### src/rtl/somador_sinal_acc_if.sv
// Stream bundle for somador_sinal_acc: operands/controls in, result/status out.
// The master modport is the producer/consumer side; the slave modport is the adder itself.
interface somador_sinal_acc_if #(
  parameter int W  = 8,
  parameter int W2 = 4
);
  logic [W-1:0]  entrada_a;
  logic [W2-1:0] entrada_b;
  logic          sinal_a;
  logic          sinal_b;
  logic          op;
  logic          limpa;
  logic          valid_in;
  logic          ready_in;
  logic [W-1:0]  saida;
  logic          estouro;
  logic          valid_out;
  logic          ready_out;
  logic [7:0]    n_estouros;

  modport master (
    output entrada_a, entrada_b, sinal_a, sinal_b, op, limpa, valid_in, ready_out,
    input  ready_in, saida, estouro, valid_out, n_estouros
  );

  modport slave (
    input  entrada_a, entrada_b, sinal_a, sinal_b, op, limpa, valid_in, ready_out,
    output ready_in, saida, estouro, valid_out, n_estouros
  );
endinterface

### src/rtl/somador_sinal_acc.sv
// Signed/unsigned adder-accumulator with optional saturation, overflow flag and
// saturating overflow counter behind a single registered valid/ready stage.
module somador_sinal_acc #(
  parameter int W      = 8,
  parameter int W2     = 4,
  parameter bit SATURA = 1'b1
) (
  input logic              clk,
  input logic              rst_n,
  somador_sinal_acc_if.slave bus
);
  localparam int WE = W + 2;

  logic [W-1:0]  saida_q, saida_d;
  logic          estouro_q, estouro_d;
  logic          valid_out_q, valid_out_d;
  logic [W-1:0]  acc_q, acc_d;
  logic [7:0]    cnt_q, cnt_d;

  logic          accept;
  logic [W-1:0]  accEff;
  logic [W-1:0]  opX;
  logic [WE-1:0] xExt;
  logic [WE-1:0] bExt;
  logic [WE-1:0] soma;
  logic          resSigned;
  logic          ovf;
  logic [W-1:0]  bound;
  logic [W-1:0]  res;

  assign bus.ready_in   = !valid_out_q || bus.ready_out;
  assign accept         = bus.valid_in && bus.ready_in;
  assign bus.saida      = saida_q;
  assign bus.estouro    = estouro_q;
  assign bus.valid_out  = valid_out_q;
  assign bus.n_estouros = cnt_q;

  // Two guard bits make the exact sum of any W-bit and W2-bit operand pair representable.
  assign accEff    = bus.limpa ? '0 : acc_q;
  assign opX       = bus.op ? accEff : bus.entrada_a;
  assign xExt      = {{2{bus.sinal_a & opX[W-1]}}, opX};
  assign bExt      = {{(WE-W2){bus.sinal_b & bus.entrada_b[W2-1]}}, bus.entrada_b};
  assign soma      = xExt + bExt;
  assign resSigned = bus.sinal_a || bus.sinal_b;

  // Signed fits when the three top bits agree; unsigned fits when both guard bits are clear.
  always_comb begin
    ovf   = 1'b0;
    bound = '0;
    if (resSigned) begin
      ovf   = !((&soma[WE-1:W-1]) || (~|soma[WE-1:W-1]));
      bound = soma[WE-1] ? {1'b1, {(W-1){1'b0}}} : {1'b0, {(W-1){1'b1}}};
    end else begin
      ovf   = |soma[WE-1:W];
      bound = soma[WE-1] ? '0 : '1;
    end
    res = (ovf && SATURA) ? bound : soma[W-1:0];
  end

  always_comb begin
    saida_d     = saida_q;
    estouro_d   = estouro_q;
    valid_out_d = valid_out_q;
    acc_d       = acc_q;
    cnt_d       = cnt_q;
    if (accept) begin
      saida_d     = res;
      estouro_d   = ovf;
      valid_out_d = 1'b1;
      acc_d       = res;
      if (ovf && cnt_q != 8'hFF) begin
        cnt_d = cnt_q + 8'd1;
      end
    end else begin
      if (valid_out_q && bus.ready_out) begin
        valid_out_d = 1'b0;
      end
      if (bus.limpa) begin
        acc_d = '0;
      end
    end
  end

  always_ff @(posedge clk or negedge rst_n) begin
    if (!rst_n) begin
      saida_q     <= '0;
      estouro_q   <= 1'b0;
      valid_out_q <= 1'b0;
      acc_q       <= '0;
      cnt_q       <= '0;
    end else begin
      saida_q     <= saida_d;
      estouro_q   <= estouro_d;
      valid_out_q <= valid_out_d;
      acc_q       <= acc_d;
      cnt_q       <= cnt_d;
    end
  end
endmodule

### src/flat_wrapper.sv
// flat-port wrapper written by rule: the top's interface ports become plain ports
module somador_sinal_acc_flat 
#(
  parameter int W      = 8,
  parameter int W2     = 4,
  parameter bit SATURA = 1'b1
)
  (clk, rst_n, bus_entrada_a, bus_entrada_b, bus_sinal_a, bus_sinal_b, bus_op, bus_limpa, bus_valid_in, bus_ready_out, bus_ready_in, bus_saida, bus_estouro, bus_valid_out, bus_n_estouros);
  somador_sinal_acc_if #(.W(W), .W2(W2)) bus_i ();
  input logic clk;
  input logic rst_n;
  input wire logic [$bits(bus_i.entrada_a)-1:0] bus_entrada_a;
  input wire logic [$bits(bus_i.entrada_b)-1:0] bus_entrada_b;
  input wire logic [$bits(bus_i.sinal_a)-1:0] bus_sinal_a;
  input wire logic [$bits(bus_i.sinal_b)-1:0] bus_sinal_b;
  input wire logic [$bits(bus_i.op)-1:0] bus_op;
  input wire logic [$bits(bus_i.limpa)-1:0] bus_limpa;
  input wire logic [$bits(bus_i.valid_in)-1:0] bus_valid_in;
  input wire logic [$bits(bus_i.ready_out)-1:0] bus_ready_out;
  output wire logic [$bits(bus_i.ready_in)-1:0] bus_ready_in;
  output wire logic [$bits(bus_i.saida)-1:0] bus_saida;
  output wire logic [$bits(bus_i.estouro)-1:0] bus_estouro;
  output wire logic [$bits(bus_i.valid_out)-1:0] bus_valid_out;
  output wire logic [$bits(bus_i.n_estouros)-1:0] bus_n_estouros;
  assign bus_i.entrada_a = bus_entrada_a;
  assign bus_i.entrada_b = bus_entrada_b;
  assign bus_i.sinal_a = bus_sinal_a;
  assign bus_i.sinal_b = bus_sinal_b;
  assign bus_i.op = bus_op;
  assign bus_i.limpa = bus_limpa;
  assign bus_i.valid_in = bus_valid_in;
  assign bus_i.ready_out = bus_ready_out;
  assign bus_ready_in = bus_i.ready_in;
  assign bus_saida = bus_i.saida;
  assign bus_estouro = bus_i.estouro;
  assign bus_valid_out = bus_i.valid_out;
  assign bus_n_estouros = bus_i.n_estouros;
  somador_sinal_acc #(.W(W), .W2(W2), .SATURA(SATURA)) u_core (.clk(clk), .rst_n(rst_n), .bus(bus_i));
endmodule
### config.mk
export PLATFORM = sky130hd
export DESIGN_NAME = somador_sinal_acc_flat
export DESIGN_NICKNAME = d
export VERILOG_FILES = /design/src/rtl/somador_sinal_acc_if.sv /design/src/rtl/somador_sinal_acc.sv /design/src/flat_wrapper.sv
export SDC_FILE = /design/constraint.sdc
export NUM_CORES = 1
export LEC_CHECK = 0
export ABC_AREA = 0
export BUFFER_PORTS_ARGS = -buffer_cell sky130_fd_sc_hd__buf_2
export CAP_MARGIN = 0
export CORE_MARGIN = 2
export CORE_UTILIZATION = 59
export DETAILED_ROUTE_END_ITERATION = 6
export HOLD_SLACK_MARGIN = 0.12
export PLACE_DENSITY_LB_ADDON = 0.1
export SYNTH_ARGS = -nofsm -noshare
export SYNTH_HDL_FRONTEND = slang
export SYNTH_SLANG_ARGS = --single-unit
### constraint.sdc
create_clock -name clk -period 5.39 [get_ports clk]
set_clock_uncertainty 0.1 [all_clocks]
set_input_delay 1.3475 -clock clk [delete_from_list [all_inputs] [get_ports clk]]
set_output_delay 1.3475 -clock clk [all_outputs]
set_load 0.005 [all_outputs]
==> impl_summary.log, run 1 <==
[metrics] post-route design area: 2095 sq um
[metrics] Top FF cell, synth: sky130_fd_sc_hd__dfrtp_1
[metrics] buffer depth of the longest clock path: 2
[metrics] area of the core: 3003 sq um
[metrics] #FFs+latches synth: 26
[metrics] setup violators final: 0
[metrics] slowest library cell on the worst path: sky130_fd_sc_hd__a2111o_1
[metrics] Synthesized Nets: 220
[metrics] routed vias: 1590
[metrics] Yosys Warn Count: 0
[metrics] number of rows created at floorplan: 20
[metrics] clock insertion delay at the later pin of the skew report: 330 ps
[metrics] total global-route track usage: 25.59%
[metrics] Reg2Reg Capture Point: u_core.bus.n_estouros[1]
[metrics] maximum frequency from static timing analysis: 0.2431 GHz
[metrics] number of instances in the synthesized netlist: 187
[metrics] most frequent cell after synthesis: sky130_fd_sc_hd__dfrtp_1
[metrics] share of async-settable or async-resettable flops after synthesis: 100.0%
[metrics] Antenna Violating Nets Remaining: 0
[metrics] largest net degree at the start of global routing: 27
[metrics] number of buffers added to fix hold violations after cts: 0
[metrics] final count of pins violating max slew: 0
[metrics] Critical Path Max Stage Delay: 460 ps
[metrics] DRT iter0 DRCs: 86
[metrics] IR drop worst, VDD: 0.0002910 V
[metrics] crit end category: flip-flop
[metrics] number of nets at the end of the flow: 257
[metrics] endpoint arrival time on the critical path: 4230 ps
[metrics] area of the die: 3578 sq um
[metrics] wire length of the first global-routing pass: 6900 um
[metrics] number of enable-type register cells in the synthesized netlist: 0
[metrics] Reg2Reg Launch Point: u_core.acc_q[1]
[metrics] starting density of the core: 61.21%
[metrics] remaining routing DRC violations: 0
[metrics] via density per instance: 6.211
[metrics] largest cells by area after synthesis: sky130_fd_sc_hd__dfrtp_1 35%, sky130_fd_sc_hd__ha_1 8.2%, sky130_fd_sc_hd__a21o_1 5.7%
[metrics] routed len/inst: 16.40 um
[metrics] floorplan die width: 59.82 um
[metrics] GR Overflow Total: 0
[metrics] count of unique library cells instantiated by Yosys: 43
[metrics] share of post-route cells with drive strength above 1: 26.46%
[metrics] critical path peak fanout: 13
[metrics] Cell Area, Synth: 1838 sq um
[metrics] number of H-tree levels: 1
[metrics] count of cells along the worst hold path: 2
[metrics] Area Growth Syn to Fin: 13.96%
[metrics] total half-perimeter wirelength after legalization and detailed placement: 3355 um
[metrics] relative slew slack: 56.70%
[metrics] Top Ports: 39
[metrics] Inserted Clock Buffers: 3
[metrics] Period minus WS final: 4114 ps
[metrics] CTS Sinks: 26
[metrics] Pre-Repair DR Iteration Count: 4
[metrics] total negative slack: 0 ps
[metrics] RSZ-0062 raised after global routing: false
[metrics] final wirelength: 4199 um
[metrics] Pwr per Cell Area: 331.0 nW/um^2
[metrics] Reg2Reg Depth: 10
[metrics] dominant cell type by area after synthesis: sky130_fd_sc_hd__dfrtp_1
[metrics] Diodes inserted: 0
[metrics] Resized cells post-CTS: 0
[metrics] buffer count from post-CTS setup fixing: 0
[metrics] clk root buf: sky130_fd_sc_hd__clkbuf_4
[metrics] startpoint of the worst hold path: u_core.bus.estouro
[metrics] WS Path Type: input pin to flip-flop
[metrics] hold path endpoint: u_core.bus.estouro
[metrics] worst setup slack for register-to-register paths: 2030 ps
[metrics] number of hold-slack violations in the final timing report: 0
[metrics] sequential cell area fraction in the yosys report: 35.40%
[metrics] CTS clock-pin slew for the worst setup and hold paths: 120 ps
[metrics] worst hold path type: flip-flop to flip-flop
[metrics] max_cap viols: 0
[metrics] area post-placement: 2042 sq um
[metrics] TritonCTS clock tree: yes
[metrics] initial antenna violation count: 0
[metrics] startpoint type of the worst setup path: input pin
[metrics] slew at the pin with the worst max-slew slack: 648.0 ps
[metrics] area share of the leading cell type in the synthesized netlist: 35.40%
[metrics] final worst-path cycle share: 76.32%
[metrics] via count of the first global-routing pass: 1480
[metrics] required time worst endpoint: 5500 ps
[metrics] result of the run: finished clean
[metrics] die span in y: 59.82 um
[metrics] Leakage Power: 0.001080 uW
[metrics] total of buffers placed on input and output ports: 38
[metrics] final weighted congestion of routability-driven global placement: 0.8714
[metrics] synthesized area per cell: 9.829 sq um
[metrics] Critical Path, Cell by Cell: buf_2, mux2_2, ha_1, a211oi_2, o21ai_2, a2111o_1, nor2_2, nand3b_1, a21oi_1, a221oi_1
[metrics] cell types with the highest counts after synthesis: 26 x sky130_fd_sc_hd__dfrtp_1, 14 x sky130_fd_sc_hd__a21o_1, 13 x sky130_fd_sc_hd__a21oi_1
## cells by family after synthesis
group / Yosys count / share of synthesized area (%)
multiplexers: 8 / 4.833
buffers and inverters: 7 / 1.701
adder cells (fa/ha/maj): 13 / 9.258
flip-flops: 26 / 35.40
AND/OR/NAND/NOR: 59 / 18.99
AO/OA/AOI/OAI: 62 / 24.10
XOR/XNOR: 12 / 5.718
## how the worst max path moves through the flow
stage	from	endpoint	slack [ps]	depth (start not counted)
3_3_place_gp	bus_limpa	u_core.bus.n_estouros[7]	1030	11
5_1_grt	bus_op	u_core.bus.n_estouros[1]	1020	10
2_1_floorplan	bus_op	u_core.bus.n_estouros[6]	1260	11
3_5_place_dp	bus_op	u_core.bus.n_estouros[4]	980	10
6_report	bus_op	u_core.bus.n_estouros[1]	1280	10
4_1_cts	bus_op	u_core.bus.n_estouros[1]	1300	10
## report_power, final
group	switching [uW]	total, uW	internal [uW]
logic	147	277	129
clock network	58.3	134	75.2
registers	36.1	283	247
total	242	693	452
## cell type report
cell class | count | area [sq um]
inverter | 1 | 3.754
multi-input combinational | 154 | 1156
tap | 33 | 41.29
fill | 249 | 908.4
clock inverter | 1 | 30.03
timing repair buffer | 38 | 190.2
clock buffer | 3 | 22.52
sequential | 26 | 650.6
## stage by stage
| step | util, % | instances | hold WS [ps] | setup WS (ps) | power (uW) |
|---|---|---|---|---|---|
| after floorplan | - | 187 | 370.5 | 1263 | 467.7 |
| after global placement | 68.00 | 252 | 354.8 | 1030 | 552.6 |
| after detailed placement | 68.00 | 252 | 362.3 | 976.7 | 560.8 |
| after CTS | 69.75 | 256 | 394.3 | 1299 | 694.5 |
| after global routing | 69.75 | 256 | 410.0 | 1022 | 743.6 |
| final | 69.75 | 256 | 388.5 | 1276 | 693.2 |
## flip-flops by register name (all words and copies together), names as in the netlist
| register | cells |
|---|---|
| u_core.bus.n_estouros | 8 |
| u_core.bus.estouro | 1 |
| u_core.bus.saida | 8 |
| u_core.bus.valid_out | 1 |
| u_core.acc_q | 8 |
## metal layers
layer / up-vias / part of all wire, % / routed length [um] / global-route usage [%]
met1: 760 / 47 / 1984 / 34.70
met3: 4 / 5.5 / 233 / 4.978
met2: 50 / 47 / 1954 / 42.55
met4: 0 / 0.62 / 26 / 5.079
met5: - / 0 / 0 / 0
li1: 776 / - / - / -
## placed cells by master (no fill, tap or decap), types with 2 or more instances in the layout
master / count
sky130_fd_sc_hd__a211oi_1: 4
sky130_fd_sc_hd__a211oi_2: 3
sky130_fd_sc_hd__a21o_1: 14
sky130_fd_sc_hd__a21oi_1: 13
sky130_fd_sc_hd__a31oi_1: 4
sky130_fd_sc_hd__and2_1: 3
sky130_fd_sc_hd__and3_1: 7
sky130_fd_sc_hd__buf_2: 38
sky130_fd_sc_hd__clkbuf_4: 3
sky130_fd_sc_hd__dfrtp_1: 26
sky130_fd_sc_hd__ha_1: 12
sky130_fd_sc_hd__mux2_2: 7
sky130_fd_sc_hd__nand2_1: 9
sky130_fd_sc_hd__nand2b_1: 3
sky130_fd_sc_hd__nand3_1: 4
sky130_fd_sc_hd__nand3b_1: 3
sky130_fd_sc_hd__nand4_1: 5
sky130_fd_sc_hd__nor2_1: 6
sky130_fd_sc_hd__nor2_2: 2
sky130_fd_sc_hd__nor2b_1: 11
sky130_fd_sc_hd__nor3_1: 3
sky130_fd_sc_hd__o21a_1: 2
sky130_fd_sc_hd__o21ai_0: 10
sky130_fd_sc_hd__o221a_2: 2
sky130_fd_sc_hd__xnor2_1: 8
sky130_fd_sc_hd__xor2_1: 4
## critical path: cells and delay by family
family,cells,cell delay (ps)
buffers and inverters,1,180
AND/OR/NAND/NOR,2,740
multiplexers,1,390
adder cells (fa/ha/maj),1,320
AO/OA/AOI/OAI,5,1240
(Power assumes the default switching activity.)
==> run 2, diff against run 1 <==
--- a/config.mk
+++ b/config.mk
@@ -9,7 +9,7 @@
 export BUFFER_PORTS_ARGS = -buffer_cell sky130_fd_sc_hd__buf_2
 export CAP_MARGIN = 0
 export CORE_MARGIN = 2
-export CORE_UTILIZATION = 59
+export CORE_UTILIZATION = 49
 export DETAILED_ROUTE_END_ITERATION = 6
 export HOLD_SLACK_MARGIN = 0.12
 export PLACE_DENSITY_LB_ADDON = 0.1
==> constraint.sdc (replaced) <==
create_clock -name clk -period 3.5 [get_ports clk]
set_clock_uncertainty 0.1 [all_clocks]
set_input_delay 0.875 -clock clk [delete_from_list [all_inputs] [get_ports clk]]
set_output_delay 0.875 -clock clk [all_outputs]
set_load 0.005 [all_outputs]
==> run 2 against run 1 <==
Effect of this change:
- critical endpoint is now u_core.bus.n_estouros[7]
- routed wire length up 14%
- combinational power up 88%
- register-to-register slack got worse by 1700 ps
- design area is 15% higher
- hold slack got worse by 8.9 ps
- sequential share of layout area fell by 4.1 points
- clock power up 87%
- die area rose by 19%
- via count rose by 6.4%
- flip-flop and latch count is the same
- total power up 74%
==> impl_summary.log, run 2 (same netlist as run 1, synthesis figures left out) <==
[metrics] result of the run: finished clean
[metrics] leading cell type in the layout, fill and taps excluded: sky130_fd_sc_hd__buf_2
[metrics] Critical Path, Cell by Cell: buf_6, mux2_2, ha_1, o211ai_1, o21ai_2, a2111o_1, buf_4, nor4b_4, mux2i_2, and3_1, a211oi_2
[metrics] Pwr per Cell Area: 500.2 nW/um^2 (+51%)
[metrics] max_cap viols: 0 (unchanged)
[metrics] area of the core: 3633 sq um (+21%)
[metrics] clk root buf: sky130_fd_sc_hd__clkbuf_8
[metrics] critical path peak fanout: 8 (-5)
[metrics] starting density of the core: 50.59% (-11 points)
[metrics] DRT iter0 DRCs: 79 (-8.1%)
[metrics] number of H-tree levels: 1 (unchanged)
[metrics] number of rows created at floorplan: 22 (+10%)
[metrics] TritonCTS clock tree: yes
[metrics] Inserted Clock Buffers: 3 (unchanged)
[metrics] total of buffers placed on input and output ports: 38 (unchanged)
[metrics] via density per instance: 5.618 (-9.5%)
[metrics] worst setup slack after layout: 150.9 ps (-1125 ps)
[metrics] initial antenna violation count: 0 (unchanged)
[metrics] area post-placement: 2291 sq um (+12%)
[metrics] Top Ports: 39 (unchanged)
[metrics] GR Overflow Total: 0 (unchanged)
[metrics] final cell utilization of the core: 66.53% (-3.2 points)
[metrics] required time worst endpoint: 3600 ps (-1900 ps)
[metrics] post-route design area: 2417 sq um (+15%)
[metrics] IR drop worst, VDD: 0.0004058 V (+39%)
[metrics] die span in y: 65.25 um (+9.1%)
[metrics] Diodes inserted: 0 (unchanged)
[metrics] maximum frequency from static timing analysis: 0.2986 GHz
[metrics] final weighted congestion of routability-driven global placement: 0.9348 (+7.3%)
[metrics] area of the die: 4257 sq um (+19%)
[metrics] RSZ-0062 raised after global routing: true
[metrics] number of nets at the end of the flow: 287 (+12%)
[metrics] Area Growth Syn to Fin: 31.52%
[metrics] CTS clock-pin slew for the worst setup and hold paths: 90 ps (-30 ps)
[metrics] pre-CTS setup slack: -176.2 ps (-1153 ps)
[metrics] Antenna Violating Nets Remaining: 0 (unchanged)
[metrics] Pre-Repair DR Iteration Count: 4 (unchanged)
[metrics] total global-route track usage: 23.76% (-1.8 points)
[metrics] Critical Path Max Stage Delay: 460 ps (about the same)
[metrics] overall power: 1209 uW (+74%)
[metrics] final worst-path cycle share: 95.69%
[metrics] Period minus WS final: 3349 ps
[metrics] critical path buffer and inverter count: 2 (+1)
[metrics] WS Path Type: input pin to flip-flop
[metrics] routed len/inst: 15.84 um (-3.4%)
[metrics] remaining routing DRC violations: 0 (unchanged)
[metrics] relative slew slack: 60.21% (+3.5 points)
[metrics] most used cells in the layout excluding fill and tap cells: 36 x sky130_fd_sc_hd__buf_2, 29 x sky130_fd_sc_hd__buf_4, 26 x sky130_fd_sc_hd__dfrtp_1
[metrics] startpoint type of the worst setup path: input pin
[metrics] slew at the pin with the worst max-slew slack: 596.8 ps (-51.21 ps)
[metrics] number of hold-slack violations in the final timing report: 0 (unchanged)
[metrics] crit end category: flip-flop
[metrics] routed vias: 1691 (+6.4%)
[metrics] slowest library cell on the worst path: sky130_fd_sc_hd__a2111o_1
[metrics] largest net degree at the start of global routing: 27 (unchanged)
[metrics] worst hold path type: flip-flop to flip-flop
[metrics] number of filler instances in the final layout: 310 (+24%)
[metrics] setup violators final: 0 (unchanged)
[metrics] CTS Sinks: 26 (unchanged)
[metrics] wire length of the first global-routing pass: 7886 um (+14%)
[metrics] via count of the first global-routing pass: 1666 (+13%)
[metrics] family of cells with the greatest summed delay on the critical path: compound AO/OA/AOI/OAI gates
[metrics] endpoint arrival time on the critical path: 3440 ps (-790 ps)
[metrics] final wirelength: 4768 um (+14%)
[metrics] final count of pins violating max slew: 0 (unchanged)
[metrics] clock insertion delay at the later pin of the skew report: 270 ps (-60 ps)
[metrics] floorplan die width: 65.25 um (+9.1%)
[metrics] total negative slack: 0 ps (unchanged)
[metrics] share of post-route cells with drive strength above 1: 37.94% (+11 points)
[metrics] number of buffers added to fix hold violations after cts: 0 (unchanged)
[metrics] Leakage Power: 0.001246 uW (+15%)
[metrics] buffer depth of the longest clock path: 2 (unchanged)
[metrics] total half-perimeter wirelength after legalization and detailed placement: 3746 um (+12%)
==> run 2: final timing paths <==
path,from,endpoint,slack (ps),cells after the start
min,u_core.bus.saida[0],u_core.bus.saida[0],380,1
max reg2reg,u_core.acc_q[2],u_core.bus.n_estouros[7],380,11
max in group asynchronous,rst_n,u_core.bus.n_estouros[4],2420,1
max,bus_op,u_core.bus.n_estouros[7],150,11
min in group asynchronous,rst_n,u_core.bus.saida[0],490,1
min reg2reg,u_core.bus.saida[0],u_core.bus.saida[0],380,1
==> run 2: per-stage QoR <==
stage / cells / hold slack (ps)
after detailed placement: 295 / 360.7
after global routing: 301 / 409.6
after floorplan: 187 / 370.5
after global placement: 295 / 354.0
after CTS: 299 / 382.8
final: 301 / 379.5
==> run 2: worst register-to-register path, stage by stage (launching register included) <==
cell and delay, ps:
sky130_fd_sc_hd__dfrtp_1 380, sky130_fd_sc_hd__nor2b_2 170, sky130_fd_sc_hd__mux2_2 270, sky130_fd_sc_hd__ha_1 300, sky130_fd_sc_hd__o211ai_1 280, sky130_fd_sc_hd__o21ai_2 110, sky130_fd_sc_hd__a2111o_1 460, sky130_fd_sc_hd__buf_4 160
sky130_fd_sc_hd__nor4b_4 330, sky130_fd_sc_hd__mux2i_2 150, sky130_fd_sc_hd__and3_1 200, sky130_fd_sc_hd__a211oi_2 130
==> run 2: layout make-up <==
cell class	count	area, sq um	share of cell area, %
timing repair buffer	68	440.4	18.22
sequential	26	650.6	26.92
clock inverter	1	30.03	1.242
clock buffer	3	41.29	1.708
multi-input combinational	154	1191	49.28
tap	48	60.06	2.484
inverter	1	3.754	0.1553
==> run 2: timing repair <==
action	CTS	global route
gates resized for setup	0	12
endpoints found under the setup margin	0	10
setup buffers	0	2
==> run 2: layer usage <==
metal  global-route usage, %  share of wire (%)  wire, um  up-vias
met4                   5.469               0.76        36        0
met2                   38.39                 46      2197       51
met1                   34.47                 48      2304      803
met5                       0                  0         0        -
li1                        -                  -         -      833
met3                   2.397                4.8       230        4
==> run 2: power breakdown <==
group          total, uW  switching [uW]  leakage [uW]  internal [uW]
Sequential           439            58.7      0.000326            381
Combinational        520             252      0.000884            268
Clock                250            96.8     0.0000357            153
==> run 3, diff against run 2 <==
==> constraint.sdc (replaced) <==
create_clock -name clk -period 2.73 [get_ports clk]
set_clock_uncertainty 0.1 [all_clocks]
set_input_delay 0.6825 -clock clk [delete_from_list [all_inputs] [get_ports clk]]
set_output_delay 0.6825 -clock clk [all_outputs]
set_load 0.005 [all_outputs]
==> run 3 against run 2 <==
Effect of this change:
- the flow now finishes with violations (negative setup slack)
- design area grew 18%
- total power grew 36%
- first-iteration DRC count shrank 7.6%
- hold slack lost 76 ps
- highest routed layer unchanged
==> impl_summary.log, run 3 (same netlist as run 1, synthesis figures left out) <==
[metrics] area of the core: 3633 sq um (unchanged)
[metrics] number of rows created at floorplan: 22 (unchanged)
[metrics] final wirelength: 5507 um (+15%)
[metrics] remaining routing DRC violations: 0 (unchanged)
[metrics] clock insertion delay at the later pin of the skew report: 270 ps (about the same)
[metrics] final worst-path cycle share: 111.2%
[metrics] setup violators final: 25 (+25)
[metrics] Top Ports: 39 (unchanged)
[metrics] buffer depth of the longest clock path: 2 (unchanged)
[metrics] initial antenna violation count: 0 (unchanged)
[metrics] total half-perimeter wirelength after legalization and detailed placement: 3810 um (+1.7%)
[metrics] number of hold-slack violations in the final timing report: 0 (unchanged)
[metrics] Reg2Reg Launch Point: u_core.acc_q[4]
[metrics] maximum frequency from static timing analysis: 0.3294 GHz
[metrics] routed vias: 1882 (+11%)
[metrics] number of nets at the end of the flow: 314 (+9.4%)
[metrics] starting density of the core: 50.59% (unchanged)
[metrics] worst hold path type: input pin to asynchronous set/reset pin
[metrics] Area Growth Syn to Fin: 55.00%
[metrics] via density per instance: 5.738 (+2.1%)
[metrics] total of buffers placed on input and output ports: 38 (unchanged)
[metrics] IR drop worst, VDD: 0.0004544 V (+12%)
[metrics] final weighted congestion of routability-driven global placement: 0.8605 (-7.9%)
[metrics] total global-route track usage: 26.26% (+2.5 points)
[metrics] failing checks: negative setup slack
[metrics] leading cell type in the layout, fill and taps excluded: sky130_fd_sc_hd__buf_4
[metrics] floorplan die width: 65.25 um (unchanged)
[metrics] most used cells in the layout excluding fill and tap cells: 49 x sky130_fd_sc_hd__buf_4, 36 x sky130_fd_sc_hd__buf_2, 26 x sky130_fd_sc_hd__dfrtp_1
[metrics] CTS clock-pin slew for the worst setup and hold paths: 90 ps (about the same)
[metrics] clk root buf: sky130_fd_sc_hd__clkbuf_8
[metrics] footprint of the multi-input gates: 1418 sq um (+19%)
[metrics] Reg area: 650.6 sq um (unchanged)
[metrics] overall power: 1649 uW (+36%)
[metrics] final count of pins violating max slew: 0 (unchanged)
[metrics] share of post-route cells with drive strength above 1: 53.93% (+16 points)
[metrics] startpoint type of the worst setup path: input pin
[metrics] GR Overflow Total: 0 (unchanged)
[metrics] Antenna Violating Nets Remaining: 0 (unchanged)
[metrics] required time worst endpoint: 2840 ps (-760 ps)
[metrics] die span in y: 65.25 um (unchanged)
[metrics] worst setup slack after layout: -306.1 ps (-457.0 ps)
[metrics] Pwr per Cell Area: 578.6 nW/um^2 (+16%)
[metrics] Hold Worst Slack: 303.9 ps (-75.68 ps)
[metrics] endpoint arrival time on the critical path: 3150 ps (-290 ps)
[metrics] Reg2Reg Capture Point: u_core.acc_q[5]
[metrics] number of filler instances in the final layout: 269 (-13%)
[metrics] relative slew slack: 58.22% (-2.0 points)
[metrics] TritonCTS clock tree: yes
[metrics] CTS Sinks: 26 (unchanged)
[metrics] number of H-tree levels: 1 (unchanged)
[metrics] worst setup slack for register-to-register paths: -240 ps (-620 ps)
[metrics] result of the run: finished, violations left
[metrics] WS Path Type: input pin to flip-flop
[metrics] Inserted Clock Buffers: 3 (unchanged)
[metrics] area of the die: 4257 sq um (unchanged)
[metrics] DRT iter0 DRCs: 73 (-7.6%)
[metrics] Diodes inserted: 0 (unchanged)
[metrics] max_cap viols: 0 (unchanged)
[metrics] pre-CTS setup slack: -729.6 ps (-553.3 ps)
[metrics] Leakage Power: 0.001414 uW (+14%)
[metrics] Reg2Reg Depth: 12 (+1)
[metrics] largest net degree at the start of global routing: 27 (unchanged)
[metrics] slew at the pin with the worst max-slew slack: 623.8 ps (+27.05 ps)
[metrics] total negative slack: -5958 ps (-5958 ps)
[metrics] Pre-Repair DR Iteration Count: 4 (unchanged)
[metrics] crit end category: flip-flop
[metrics] Period minus WS final: 3036 ps
[metrics] via count of the first global-routing pass: 1907 (+14%)
[metrics] critical path peak fanout: 6 (-2)
[metrics] RSZ-0062 raised after global routing: true
[metrics] number of buffers added to fix hold violations after cts: 0 (unchanged)
[metrics] wire length of the first global-routing pass: 8680 um (+10%)
[metrics] routed len/inst: 16.79 um (+6.0%)
run 3: cell types whose count changed in the layout (fill, tap and decap cells not counted), moves of 5 or more:
cell,change
sky130_fd_sc_hd__a21oi_1,-5
sky130_fd_sc_hd__buf_4,+20
sky130_fd_sc_hd__buf_6,+5
sky130_fd_sc_hd__ha_1,-7
sky130_fd_sc_hd__ha_4,+5
sky130_fd_sc_hd__mux2_2,-5
sky130_fd_sc_hd__mux2_4,+5
sky130_fd_sc_hd__o21ai_0,-6
run 3: critical path, cell delays in order:
cell	delay [ps]
sky130_fd_sc_hd__buf_8	110
sky130_fd_sc_hd__nor2b_1	180
sky130_fd_sc_hd__mux2_4	200
sky130_fd_sc_hd__ha_4	200
sky130_fd_sc_hd__a211oi_4	260
sky130_fd_sc_hd__o21ai_2	110
sky130_fd_sc_hd__a2111o_1	460
sky130_fd_sc_hd__nor2_2	160
sky130_fd_sc_hd__buf_6	140
sky130_fd_sc_hd__buf_6	120
sky130_fd_sc_hd__o21ai_2	70
sky130_fd_sc_hd__a211oi_2	320
sky130_fd_sc_hd__a21o_1	120
run 3: worst max path at each step:
stage / start / to / cells after the start
final: bus_limpa / u_core.acc_q[5] / 13
after global routing: bus_limpa / u_core.bus.saida[0] / 15
after CTS: bus_op / u_core.acc_q[3] / 13
after detailed placement: bus_op / u_core.bus.n_estouros[1] / 11
after global placement: bus_limpa / u_core.bus.saida[3] / 14
after floorplan: bus_op / u_core.bus.n_estouros[6] / 10
run 3: layout make-up:
cell class / count / area share (%)
clock buffers: 4 / 1.932
inverters: 1 / 0.1318
multi-input cells: 155 / 49.76
flip-flops and latches: 26 / 22.84
well taps: 48 / 2.108
repair buffers: 94 / 23.23
run 3: through the flow:
stage | instance area (sq um) | std cells | utilization (%)
4_1_cts | 2773 | 326 | 76.31
5_1_grt | 2849 | 328 | 78.41
2_1_floorplan | 1944 | 187 | -
6_report | 2849 | 328 | 78.41
3_5_place_dp | 2504 | 316 | 68.91
3_3_place_gp | 2504 | 316 | 68.91
run 3: power breakdown:
| group | switching [uW] | leakage, uW | internal (uW) | total, uW |
|---|---|---|---|---|
| sequential | 73.9 | 0.000326 | 488 | 562 |
| clock | 120 | 0.0000288 | 129 | 249 |
| combinational | 400 | 0.00106 | 438 | 837 |
| total | 594 | 0.00141 | 1050 | 1650 |
run 3: metal layers:
metal  vias to the layer above  track usage (%)  wire (um)
li1                        887                -          -
met1                       947            34.73       2401
met2                        38            46.05       2848
met3                        10            1.541        149
met4                         0            8.333        107
met5                         -                0          0
run 3: what timing repair did:
item,CTS,global route
gates resized for setup,40,16
endpoints found under the setup margin,25,25
setup buffers,5,3
gates cloned,1,0
pin swaps,20,8
